`src/rtl/icon_tx_queue_pkg.sv`:
```
// ---------------------------------------------------------------------------
// icon_tx_queue_pkg
// Shared data types for the execution-unit transmit queue:
//   - exec-unit address/data words
//   - icon TX channel (addr/data/valid) and RX response channel (success)
//   - queue entry (addr, data, opx) and retry state machine encoding
// ---------------------------------------------------------------------------
package icon_tx_queue_pkg;

    localparam int EXEC_UNIT_ADDR_W = 8;
    localparam int EXEC_UNIT_DATA_W = 32;

    typedef logic [EXEC_UNIT_ADDR_W-1:0] type_exec_unit_addr;
    typedef logic [EXEC_UNIT_DATA_W-1:0] type_exec_unit_data;

    typedef struct packed {
        type_exec_unit_addr addr;
        type_exec_unit_data data;
        logic               valid;
    } type_icon_tx_channel;

    typedef struct packed {
        logic success;
    } type_icon_rx_channel;

    typedef struct packed {
        type_exec_unit_addr addr;
        type_exec_unit_data data;
        logic               opx;
    } type_icon_txq_entry;

    typedef enum logic [1:0] {
        IDLE    = 2'd0,
        SEND    = 2'd1,
        BACKOFF = 2'd2
    } type_icon_txq_state;

endpackage

```
`src/rtl/icon_txq_retry_ctrl.sv`:
```
// ---------------------------------------------------------------------------
// icon_txq_retry_ctrl
// Retry/backoff state machine for the icon transmit queue.
//   clk, srst  : clock, synchronous active-high reset
//   nonempty   : queue holds at least one entry
//   last       : queue holds exactly one entry
//   enq        : an enqueue is accepted this cycle
//   success    : interconnect accepted the presented packet
//   valid_en   : drive tx valid this cycle
//   pop        : the stored head is consumed this cycle
//   backoff    : state is BACKOFF
//   bypass     : the incoming packet is presented directly (empty queue)
// Optional feature macro: ICON_TXQ_BYPASS_EN (same-cycle bypass from IDLE).
// ---------------------------------------------------------------------------
module icon_txq_retry_ctrl
    import icon_tx_queue_pkg::*;
#(
    parameter int MAX_RETRIES    = 15,
    parameter int BACKOFF_CYCLES = 4
) (
    input  logic clk,
    input  logic srst,
    input  logic nonempty,
    input  logic last,
    input  logic enq,
    input  logic success,
    output logic valid_en,
    output logic pop,
    output logic backoff,
    output logic bypass
);

    localparam int RETRY_W = $clog2(MAX_RETRIES + 1);
    localparam int BO_W    = $clog2(BACKOFF_CYCLES + 1);
    localparam logic [RETRY_W-1:0] RETRY_LIMIT = RETRY_W'(MAX_RETRIES);
    localparam logic [BO_W-1:0]    BO_LOAD     = BO_W'(BACKOFF_CYCLES);

    type_icon_txq_state state_reg, state_next;
    logic [RETRY_W-1:0] retry_reg, retry_next, retry_inc;
    logic [BO_W-1:0]    bo_reg, bo_next;

    assign retry_inc = retry_reg + RETRY_W'(1);

    always_ff @(posedge clk) begin
        if (srst) begin
            state_reg <= IDLE;
            retry_reg <= '0;
            bo_reg    <= '0;
        end else begin
            state_reg <= state_next;
            retry_reg <= retry_next;
            bo_reg    <= bo_next;
        end
    end

    always_comb begin
        state_next = state_reg;
        retry_next = retry_reg;
        bo_next    = bo_reg;
        valid_en   = 1'b0;
        pop        = 1'b0;
        backoff    = 1'b0;
        bypass     = 1'b0;
        unique case (state_reg)
            IDLE: begin
`ifdef ICON_TXQ_BYPASS_EN
                // Present the incoming packet straight away; a refusal
                // counts as the first retry of the now-stored entry.
                if (enq) begin
                    valid_en = 1'b1;
                    bypass   = 1'b1;
                    if (!success) begin
                        if (RETRY_LIMIT == RETRY_W'(1)) begin
                            state_next = BACKOFF;
                            bo_next    = BO_LOAD;
                        end else begin
                            state_next = SEND;
                            retry_next = RETRY_W'(1);
                        end
                    end
                end
`else
                if (enq) begin
                    state_next = SEND;
                end
`endif
            end
            SEND: begin
                valid_en = nonempty;
                if (nonempty) begin
                    if (success) begin
                        pop        = 1'b1;
                        retry_next = '0;
                        if (last && !enq) begin
                            state_next = IDLE;
                        end
                    end else if (retry_inc == RETRY_LIMIT) begin
                        state_next = BACKOFF;
                        retry_next = '0;
                        bo_next    = BO_LOAD;
                    end else begin
                        retry_next = retry_inc;
                    end
                end else begin
                    state_next = IDLE;
                end
            end
            BACKOFF: begin
                backoff = 1'b1;
                if (bo_reg == BO_W'(1)) begin
                    state_next = SEND;
                    bo_next    = '0;
                end else begin
                    bo_next = bo_reg - BO_W'(1);
                end
            end
            default: begin
                state_next = IDLE;
            end
        endcase
    end

endmodule

```
`src/rtl/icon_tx_queue.sv`:
```
// ---------------------------------------------------------------------------
// icon_tx_queue
// FIFO of outgoing ALU result packets presented on the icon TX channel.
// The head is retried until the interconnect signals success; after
// MAX_RETRIES consecutive refusals tx valid is held low for BACKOFF_CYCLES.
//   i_clk, i_reset        : clock, synchronous active-high reset
//   i_enq_*               : producer packet (valid, addr, data, opx)
//   o_enq_ready           : queue not full
//   o_icon, o_icon_opx    : presented packet and its operand select
//   i_icon_rx             : same-cycle success response
//   o_count/full/empty    : occupancy status
//   o_backoff             : backoff window active
// Optional feature macro: ICON_TXQ_BYPASS_EN (zero-latency bypass when empty).
// ---------------------------------------------------------------------------
module icon_tx_queue
    import icon_tx_queue_pkg::*;
#(
    parameter int DEPTH          = 8,
    parameter int MAX_RETRIES    = 15,
    parameter int BACKOFF_CYCLES = 4
) (
    input  logic                   i_clk,
    input  logic                   i_reset,
    input  logic                   i_enq_valid,
    input  type_exec_unit_addr     i_enq_addr,
    input  type_exec_unit_data     i_enq_data,
    input  logic                   i_enq_opx,
    output logic                   o_enq_ready,
    output type_icon_tx_channel    o_icon,
    output logic                   o_icon_opx,
    input  type_icon_rx_channel    i_icon_rx,
    output logic [$clog2(DEPTH):0] o_count,
    output logic                   o_full,
    output logic                   o_empty,
    output logic                   o_backoff
);

    localparam int PTR_W = $clog2(DEPTH);
    localparam int CNT_W = PTR_W + 1;

    type_icon_txq_entry mem [DEPTH];
    type_icon_txq_entry head_reg;
    type_icon_txq_entry enq_entry;

    logic [PTR_W-1:0] wr_ptr_reg, rd_ptr_reg, rd_ptr_next;
    logic [CNT_W-1:0] count_reg, count_next;
    logic             nonempty, last;
    logic             enq_fire, write_fire, read_fire;
    logic             valid_en, pop, bypass;

    assign enq_entry = '{addr: i_enq_addr, data: i_enq_data, opx: i_enq_opx};

    assign nonempty    = (count_reg != '0);
    assign last        = (count_reg == CNT_W'(1));
    assign o_full      = (count_reg == CNT_W'(DEPTH));
    assign o_empty     = !nonempty;
    assign o_enq_ready = !o_full;
    assign o_count     = count_reg;

    assign enq_fire = i_enq_valid && o_enq_ready;
    // A bypassed packet that is accepted immediately never touches storage.
    assign write_fire  = enq_fire && !(bypass && i_icon_rx.success);
    assign read_fire   = pop;
    assign rd_ptr_next = rd_ptr_reg + PTR_W'(read_fire);
    assign count_next  = count_reg + CNT_W'(write_fire) - CNT_W'(read_fire);

    icon_txq_retry_ctrl #(
        .MAX_RETRIES    (MAX_RETRIES),
        .BACKOFF_CYCLES (BACKOFF_CYCLES)
    ) u_retry_ctrl (
        .clk      (i_clk),
        .srst     (i_reset),
        .nonempty (nonempty),
        .last     (last),
        .enq      (enq_fire),
        .success  (i_icon_rx.success),
        .valid_en (valid_en),
        .pop      (pop),
        .backoff  (o_backoff),
        .bypass   (bypass)
    );

    always_ff @(posedge i_clk) begin
        if (write_fire) begin
            mem[wr_ptr_reg] <= enq_entry;
        end
    end

    // Registered head read. The array read at rd_ptr_next gives the next
    // head; when that slot is being written this very edge (queue about to
    // hold only the new entry) the incoming packet is forwarded instead.
    always_ff @(posedge i_clk) begin
        if (i_reset) begin
            wr_ptr_reg <= '0;
            rd_ptr_reg <= '0;
            count_reg  <= '0;
            head_reg   <= '0;
        end else begin
            wr_ptr_reg <= wr_ptr_reg + PTR_W'(write_fire);
            rd_ptr_reg <= rd_ptr_next;
            count_reg  <= count_next;
            if (write_fire && (wr_ptr_reg == rd_ptr_next)) begin
                head_reg <= enq_entry;
            end else begin
                head_reg <= mem[rd_ptr_next];
            end
        end
    end

    always_comb begin
        o_icon     = '0;
        o_icon_opx = 1'b0;
        if (bypass) begin
            o_icon.addr = i_enq_addr;
            o_icon.data = i_enq_data;
            o_icon_opx  = i_enq_opx;
        end else if (nonempty) begin
            o_icon.addr = head_reg.addr;
            o_icon.data = head_reg.data;
            o_icon_opx  = head_reg.opx;
        end
        // Nothing is offered to the interconnect while reset is applied.
        o_icon.valid = valid_en && !i_reset;
    end

endmodule

```
`config.mk`:
```
export PLATFORM = sky130hd
export DESIGN_NAME = icon_tx_queue
export DESIGN_NICKNAME = d
export VERILOG_FILES = /design/src/rtl/icon_tx_queue_pkg.sv /design/src/rtl/icon_txq_retry_ctrl.sv /design/src/rtl/icon_tx_queue.sv
export SDC_FILE = /design/constraint.sdc
export NUM_CORES = 1
export LEC_CHECK = 0
export CORE_MARGIN = 4
export CORE_UTILIZATION = 50
export DETAILED_ROUTE_END_ITERATION = 8
export PLACE_DENSITY = 0.68
export SYNTH_ARGS = -nofsm -noshare
export SYNTH_HDL_FRONTEND = slang
export SYNTH_SLANG_ARGS = --single-unit
```
`constraint.sdc`:
```
create_clock -name i_clk -period 5.2 [get_ports i_clk]
set_input_delay 0.78 -clock i_clk [delete_from_list [all_inputs] [get_ports i_clk]]
set_output_delay 0.78 -clock i_clk [all_outputs]
set_load 0.01 [all_outputs]
```
## Word level (Yosys, flattened, before mapping)

Memory sizes are Yosys's and may differ from the RTL's. A register that Yosys moved wholly into a read port is not among the register bits.
Index checks and enable logic that the tools add are counted.

| word-level totals | value |
|---|---|
| bits in registers | 19 |
| bits in latches | 0 |
| bits in writable memories | 328 |
| ROM bits | 0 |
| input port bits | 45 |
| output and inout bits | 50 |
| logic and storage cells | 62 |
| memories | 1 |

| cells by class | value |
|---|---|
| add/subtract/negate cells | 6 |
| multipliers | 0 |
| div/mod/pow operators | 0 |
| $lt $le $gt $ge | 0 |
| equality and inequality tests | 13 |
| shift operators | 0 |
| muxes and demuxes | 23 |
| bitwise gates (word level) | 0 |
| reductions and logical operators | 13 |

Memories:

| memory | words | width | read ports | clocked after memory_dff | write ports | RTL line | text |
|---|---|---|---|---|---|---|---|
| mem | 8 | 41 | 1 | 1 | 1 | icon_tx_queue.sv:41 | `type_icon_txq_entry mem [DEPTH];` |

Operator list:

| operator | count |
|---|---|
| two-way mux 40 bit | 1 |
| two-way mux 2 bit | 6 |
| two-way mux 3 bit | 4 |
| equality test 4 bit (second input constant) | 2 |
| two-way mux 1 bit | 8 |
| two-way mux 4 bit | 2 |
| inequality test 4 x 3 -> 1 bit (second input constant) | 2 |
| AND reduction 4 bit | 2 |
| adder 3 x 1 -> 3 bit | 2 |
| inequality test 2 x 1 -> 1 bit (second input constant) | 3 |
| one-hot mux 2 bit (3 select lines) | 1 |
| one-hot mux 3 bit (2 select lines) | 1 |
| adder 4 x 1 -> 4 bit | 1 |
| adder 4 x 1 -> 4 bit (second input constant) | 1 |
| equality test 4 x 1 -> 1 bit (second input constant) | 1 |
| logical NOT 1 bit | 4 |
| inequality test 2 bit (second input constant) | 2 |
| nonzero test 4 bit | 1 |
| subtractor 4 x 1 -> 4 bit | 1 |
| equality test 3 x 1 -> 1 bit (second input constant) | 1 |
| logical AND 1 bit | 3 |
| subtractor 3 x 1 -> 3 bit (second input constant) | 1 |
| equality test 2 x 1 -> 1 bit (second input constant) | 1 |
| equality test 2 bit (second input constant) | 1 |
| 3 further kinds | 3 |

## Depth between registers and ports, before layout

| logic depth | value |
|---|---|
| word-level depth | 9 |
| gate-level depth with buffers | 14 |
| gate-level depth less buffers | 11 |

## Hierarchy

Synthesis repeated with hierarchy kept, for this count alone.

| unflattened totals | value |
|---|---|
| cells, all modules | 1059 |
| area total of the unflattened synthesis | 16430.8 µm² |

Modules (own cells, without submodules):

| module | times used | cells an instance | area an instance (µm²) | seq. area each (µm²) |
|---|---|---|---|---|
| icon_tx_queue | 1 | 990 | 15801.4 | 10870.4 |
| icon_txq_retry_ctrl | 1 | 69 | 629.4 | 180.2 |

## Worst setup path before layout

No wires, ideal clock.

| timing path | value |
|---|---|
| path kind | register -> register |
| from | reg count_reg[2], in the netlist o_count[2] |
| to | mem mem[0][0] in the netlist's numbering, enable pin |
| library setup time | 0.541 ns |
| arrival | 4.822 ns |
| data required time | 4.659 ns |
| path slack | -0.164 ns |
| stages on the path, launching flop included | 6 |
| buffers on the path | 0 |
| clock period less this slack | 5.364 ns |
| cell sequence | dfxtp_1 inv_1 ha_1 nand2_1 nand2_1 nor4_1 |

| between the ends | value |
|---|---|
| cells in the longest elaborated chain, start to end | 5 |

Ends and longest elaborated chain:

| element | RTL line | text |
|---|---|---|
| start: declaration | icon_tx_queue.sv:46 | `logic [CNT_W-1:0] count_reg, count_next;` |
| start signal: assignment | icon_tx_queue.sv:101 | `count_reg <= count_next;` |
| equality test 4 bit | icon_tx_queue.sv:55 | `assign o_full = (count_reg == CNT_W'(DEPTH));` |
| logical NOT 1 bit | icon_tx_queue.sv:57 | `assign o_enq_ready = !o_full;` |
| via o_enq_ready | icon_tx_queue.sv:28 | `output logic o_enq_ready,` |
| logical AND 1 bit | icon_tx_queue.sv:60 | `assign enq_fire = i_enq_valid && o_enq_ready;` |
| two-way mux 1 bit | icon_tx_queue.sv:84 | `if (write_fire) begin` |
| two-way mux 1 bit (implied by the code) | icon_tx_queue.sv:85 | `mem[wr_ptr_reg] <= enq_entry;` |
| end: declaration | icon_tx_queue.sv:41 |  |

The timed path passes the listed nets, and every way through them passes these cells.

## Worst setup path in the final report

| timing path | value |
|---|---|
| from | reg count_reg[2], in the netlist o_count[2] |
| to | reg head_reg[33] (netlist name) |

| between the ends | value |
|---|---|
| cells in the longest elaborated chain, start to end | 4 |

Ends and longest elaborated chain:

| element | RTL line | text |
|---|---|---|
| nonzero test 4 bit | icon_tx_queue.sv:53 | `assign nonempty = (count_reg != '0);` |
| two-way mux 1 bit | icon_txq_retry_ctrl.sv:90 | `if (nonempty) begin` |
| two-way mux 1 bit | icon_txq_retry_ctrl.sv:64 | `unique case (state_reg)` |
| adder 3 x 1 -> 3 bit | icon_tx_queue.sv:64 | `assign rd_ptr_next = rd_ptr_reg + PTR_W'(read_fire);` |
| via rd_ptr_next[1] | icon_tx_queue.sv:45 | `logic [PTR_W-1:0] wr_ptr_reg, rd_ptr_reg, rd_ptr_next;` |

The timed path passes the listed nets, and every way through them passes these cells.
A chain may end at the register's enable or synchronous reset.

==> metrics.csv <==
stage,metric,value,unit
clock_tree,cts-hold-fix-buffers,0,
critical_path,path_max_fanout,47,
floorplan,die_y,194,um
yosys,synthDistinctLibCells,56,
finish,final_area,19900,um2
pwr,internal_power,6.18,mW
critical_path,cp-start-kind,flip-flop,
clock_tree,postCtsSetupBuffers,0,
yosys,netlist_instances,1077,
global_routing,grt_max_degree,48,
flow_run,max_cap_violations,0,
finish,multi_input_area,5700,um2
timing,holdWs,0.499,ns
critical_path,startpoint,o_count[2],
clock_tree,htree_levels,2,
outcome,outcome,"finished, final reports clean",
pwr,power.switching,2.41,mW
finish,fin_cells,1631,
finish,drive_gt1_share,23.8,%
yosys,ys.flop_type,edfxtp_1,
floorplan,core_area,33800,um2
timing,fmax,245,MHz
timing,tightestPinTransition,1.02,ns
placed_design,port_buffers,94,
route,num_vias,10300,
pwr,switching_share,28.0,%
floorplan,initial_utilization,51.0,%
clock_tree,numCtsBuffers,41,
timing,period_share,78.3,%
global_routing,grt-ovfl-total,0,
pwr,vdd_drop_max,302,uV
global_routing,grt_usage,20.8,%
floorplan,io_pins,95,
yosys,synthesis.area,17200,um2
yosys,synth-edff-count,328,
critical_path,critPathKind,reg2reg,
route,first_pass_iters,6,
timing,slew_violations,0,
timing,setup_viol,0,
clock_tree,ctsLongestPathBuffers,3,
clock_tree,cts-root-buf,clkbuf_16,
placed_design,dp_cells,1555,
route,drtAntennaViolNets,0,
placed_design,placed_area,18600,um2
route,drc,0,
clock_tree,clock_latency,0.53,ns
pwr,pwr-share-seq,43.7,%
critical_path,crit_required,5.56,ns
finish,nNetsFinal,1208,
timing,hold_viol,0,
finish,largest_reg_flops,328,
yosys,seq_area_frac_synth,64.2,%
global_routing,grt_pass1_vias,10500,
finish,antenna-diode-count,0,
route,wl_per_cell,24.7,um
yosys,syn-num-nets,1135,
yosys,synth_warnings,0,
hold_path,min-delay-start,u_retry_ctrl.bo_reg[1],
finish,areaGrowthSynthToFinish,15.8,%
route,vias_per_cell,6.33,
placed_design,detailed_place_hpwl,22.8,mm
finish,n_fill_cell,2510,
finish,fin_util,59.0,%
yosys,async_reset_ff_share,0,%
timing,fin_setup_tns,0,ns
route,drtIter0Drc,711,
pwr,leakage,6.17,nW
critical_path,cp-end-kind,flip-flop,
placed_design,gp_congestion,0.772,
timing,period_needed,4.07,ns
timing,relSlewSlack,31.6,%
pwr,powerDensity,431,nW/um2
yosys,syn-mean-instance-area,16.0,um2
critical_path,critPathArrivalTime,4.43,ns
critical_path,r2r_start,o_count[2],
hold_path,hold_class,reg2reg,
clock_tree,cts_tree,yes,
global_routing,antenna_found_initial,1,
finish,register_area,11100,um2
floorplan,dieWidth,194,um
pwr,power.share.clock,32.5,%
floorplan,die_area,37500,um2
timing,rsz0062_at_grt,no,
route,routed_wirelength,40.2,mm
floorplan,num_rows,67,
clock_tree,postCtsResizedCells,0,
global_routing,grt_pass1_wl,62.0,mm
pwr,comb_power_share,23.8,%
yosys,ys_ff_latch,388,
timing,finalClockSkew,0.0161,ns
clock_tree,cts.sinks,388,
clock_tree,path_clk_slew,0.06,ns
[critical path, cell delays in order, from the launching register on]
cell and delay [ns]:
dfxtp_1 0.32, inv_1 0.07, ha_1 0.21, or3b_4 0.67, clkinv_4 0.21, nor3_1 0.38, ha_4 0.46, buf_4 0.43
mux4_2 0.54, mux2_2 0.27, a22oi_1 0.17, a311oi_2 0.13
[per-stage QoR]
step | setup slack (ns) | power [mW]
2_1_floorplan | 0.746 | 5.11
3_3_place_gp | 1.13 | 5.83
3_5_place_dp | 1.07 | 5.87
4_1_cts | 1.05 | 8.66
5_1_grt | 0.780 | 8.94
6_report | 1.13 | 8.58
[kinds of logic (layout without fill, tap and decap cells)]
logic type	Yosys count	count (layout)	synth area share [%]
xor+xnor	9	9	0.538
fa+ha+maj	13	13	0.988
flops	388	388	64.2
buf+inv	118	224	3.40
compound gates	238	238	11.8
simple gates	191	191	6.07
mux	120	120	13.1
[cells in the final DEF, fill, tap and decap left out, drive strengths merged, types with 2 or more instances in the layout]
| cell | n |
|---|---|
| edfxtp | 328 |
| clkdlybuf4s50 | 93 |
| mux4 | 80 |
| dfxtp | 60 |
| clkbuf | 59 |
| nor3 | 49 |
| nand3 | 45 |
| o21ai | 45 |
| and2 | 42 |
| a22oi | 42 |
| a31oi | 40 |
| a311o | 40 |
| mux2 | 40 |
| a311oi | 40 |
| buf | 34 |
| inv | 20 |
| clkinv | 16 |
| nor2 | 15 |
| a21oi | 13 |
| nand2 | 12 |
| ha | 12 |
| nand2b | 11 |
| xnor2 | 5 |
| o211ai | 5 |
| nor2b | 4 |
| xor2 | 3 |
| a211oi | 3 |
| nor4 | 3 |
| or2 | 2 |
| a41oi | 2 |
| a221oi | 2 |
| o311ai | 2 |
| or3 | 2 |
| nand3b | 2 |
[path summary, 6_finish.rpt]
path / endpoint / slack, ns / depth (start not counted)
worst max-delay path: head_reg[33] / 1.13 / 11
worst min-delay path: u_retry_ctrl.bo_reg[1] / 0.50 / 2
worst max register to register: head_reg[33] / 1.13 / 11
worst min register to register: u_retry_ctrl.bo_reg[1] / 0.50 / 2
[Yosys cell counts, types with 6 or more instances]
master | instances | area share, %
buf_1 | 8 | 0.17
mux2_2 | 40 | 2.6
inv_1 | 17 | 0.37
buf_2 | 23 | 0.67
a21oi_1 | 12 | 0.35
buf_4 | 13 | 0.57
clkbuf_1 | 45 | 0.98
nor3_1 | 49 | 1.4
a31oi_1 | 40 | 1.5
and2_1 | 42 | 1.5
o21ai_1 | 38 | 1.1
o21ai_0 | 6 | 0.17
nand2b_1 | 11 | 0.40
mux4_2 | 80 | 10
nand3_1 | 44 | 1.3
nand2_1 | 12 | 0.26
nor2_1 | 14 | 0.31
a311o_1 | 40 | 2.3
edfxtp_1 | 328 | 57
a22oi_1 | 42 | 1.8
a311oi_2 | 40 | 3.5
ha_1 | 12 | 0.87
dfxtp_1 | 60 | 7.0
buf_6 | 8 | 0.52
[power groups by stage]
stage	Clock, mW	Combinational (mW)	Sequential [mW]
floorplan	0	1.31	3.79
global placement	0	2.02	3.81
detailed placement	0	2.05	3.81
CTS	2.84	2.07	3.75
global route	2.97	2.20	3.77
finish	2.79	2.05	3.75
[per-layer routing]
layer,part of all wire [%],vias to the layer above,GRT usage [%]
met4,1.6,2,4.51
met5,0.030,-,0
met3,5.6,63,3.10
li1,-,4555,-
met1,42,5363,28.5
met2,51,339,35.9
[area by class of cell]
type	count	area share, %
Clock buffer	59	5.95
Clock inverter	17	0.577
Inverter	21	0.420
Multi-Input combinational cell	571	28.6
Sequential cell	388	55.4
Tap cell	448	2.81
Timing Repair Buffer	127	6.20
No activity file was read; power rests on OpenSTA's default activity.
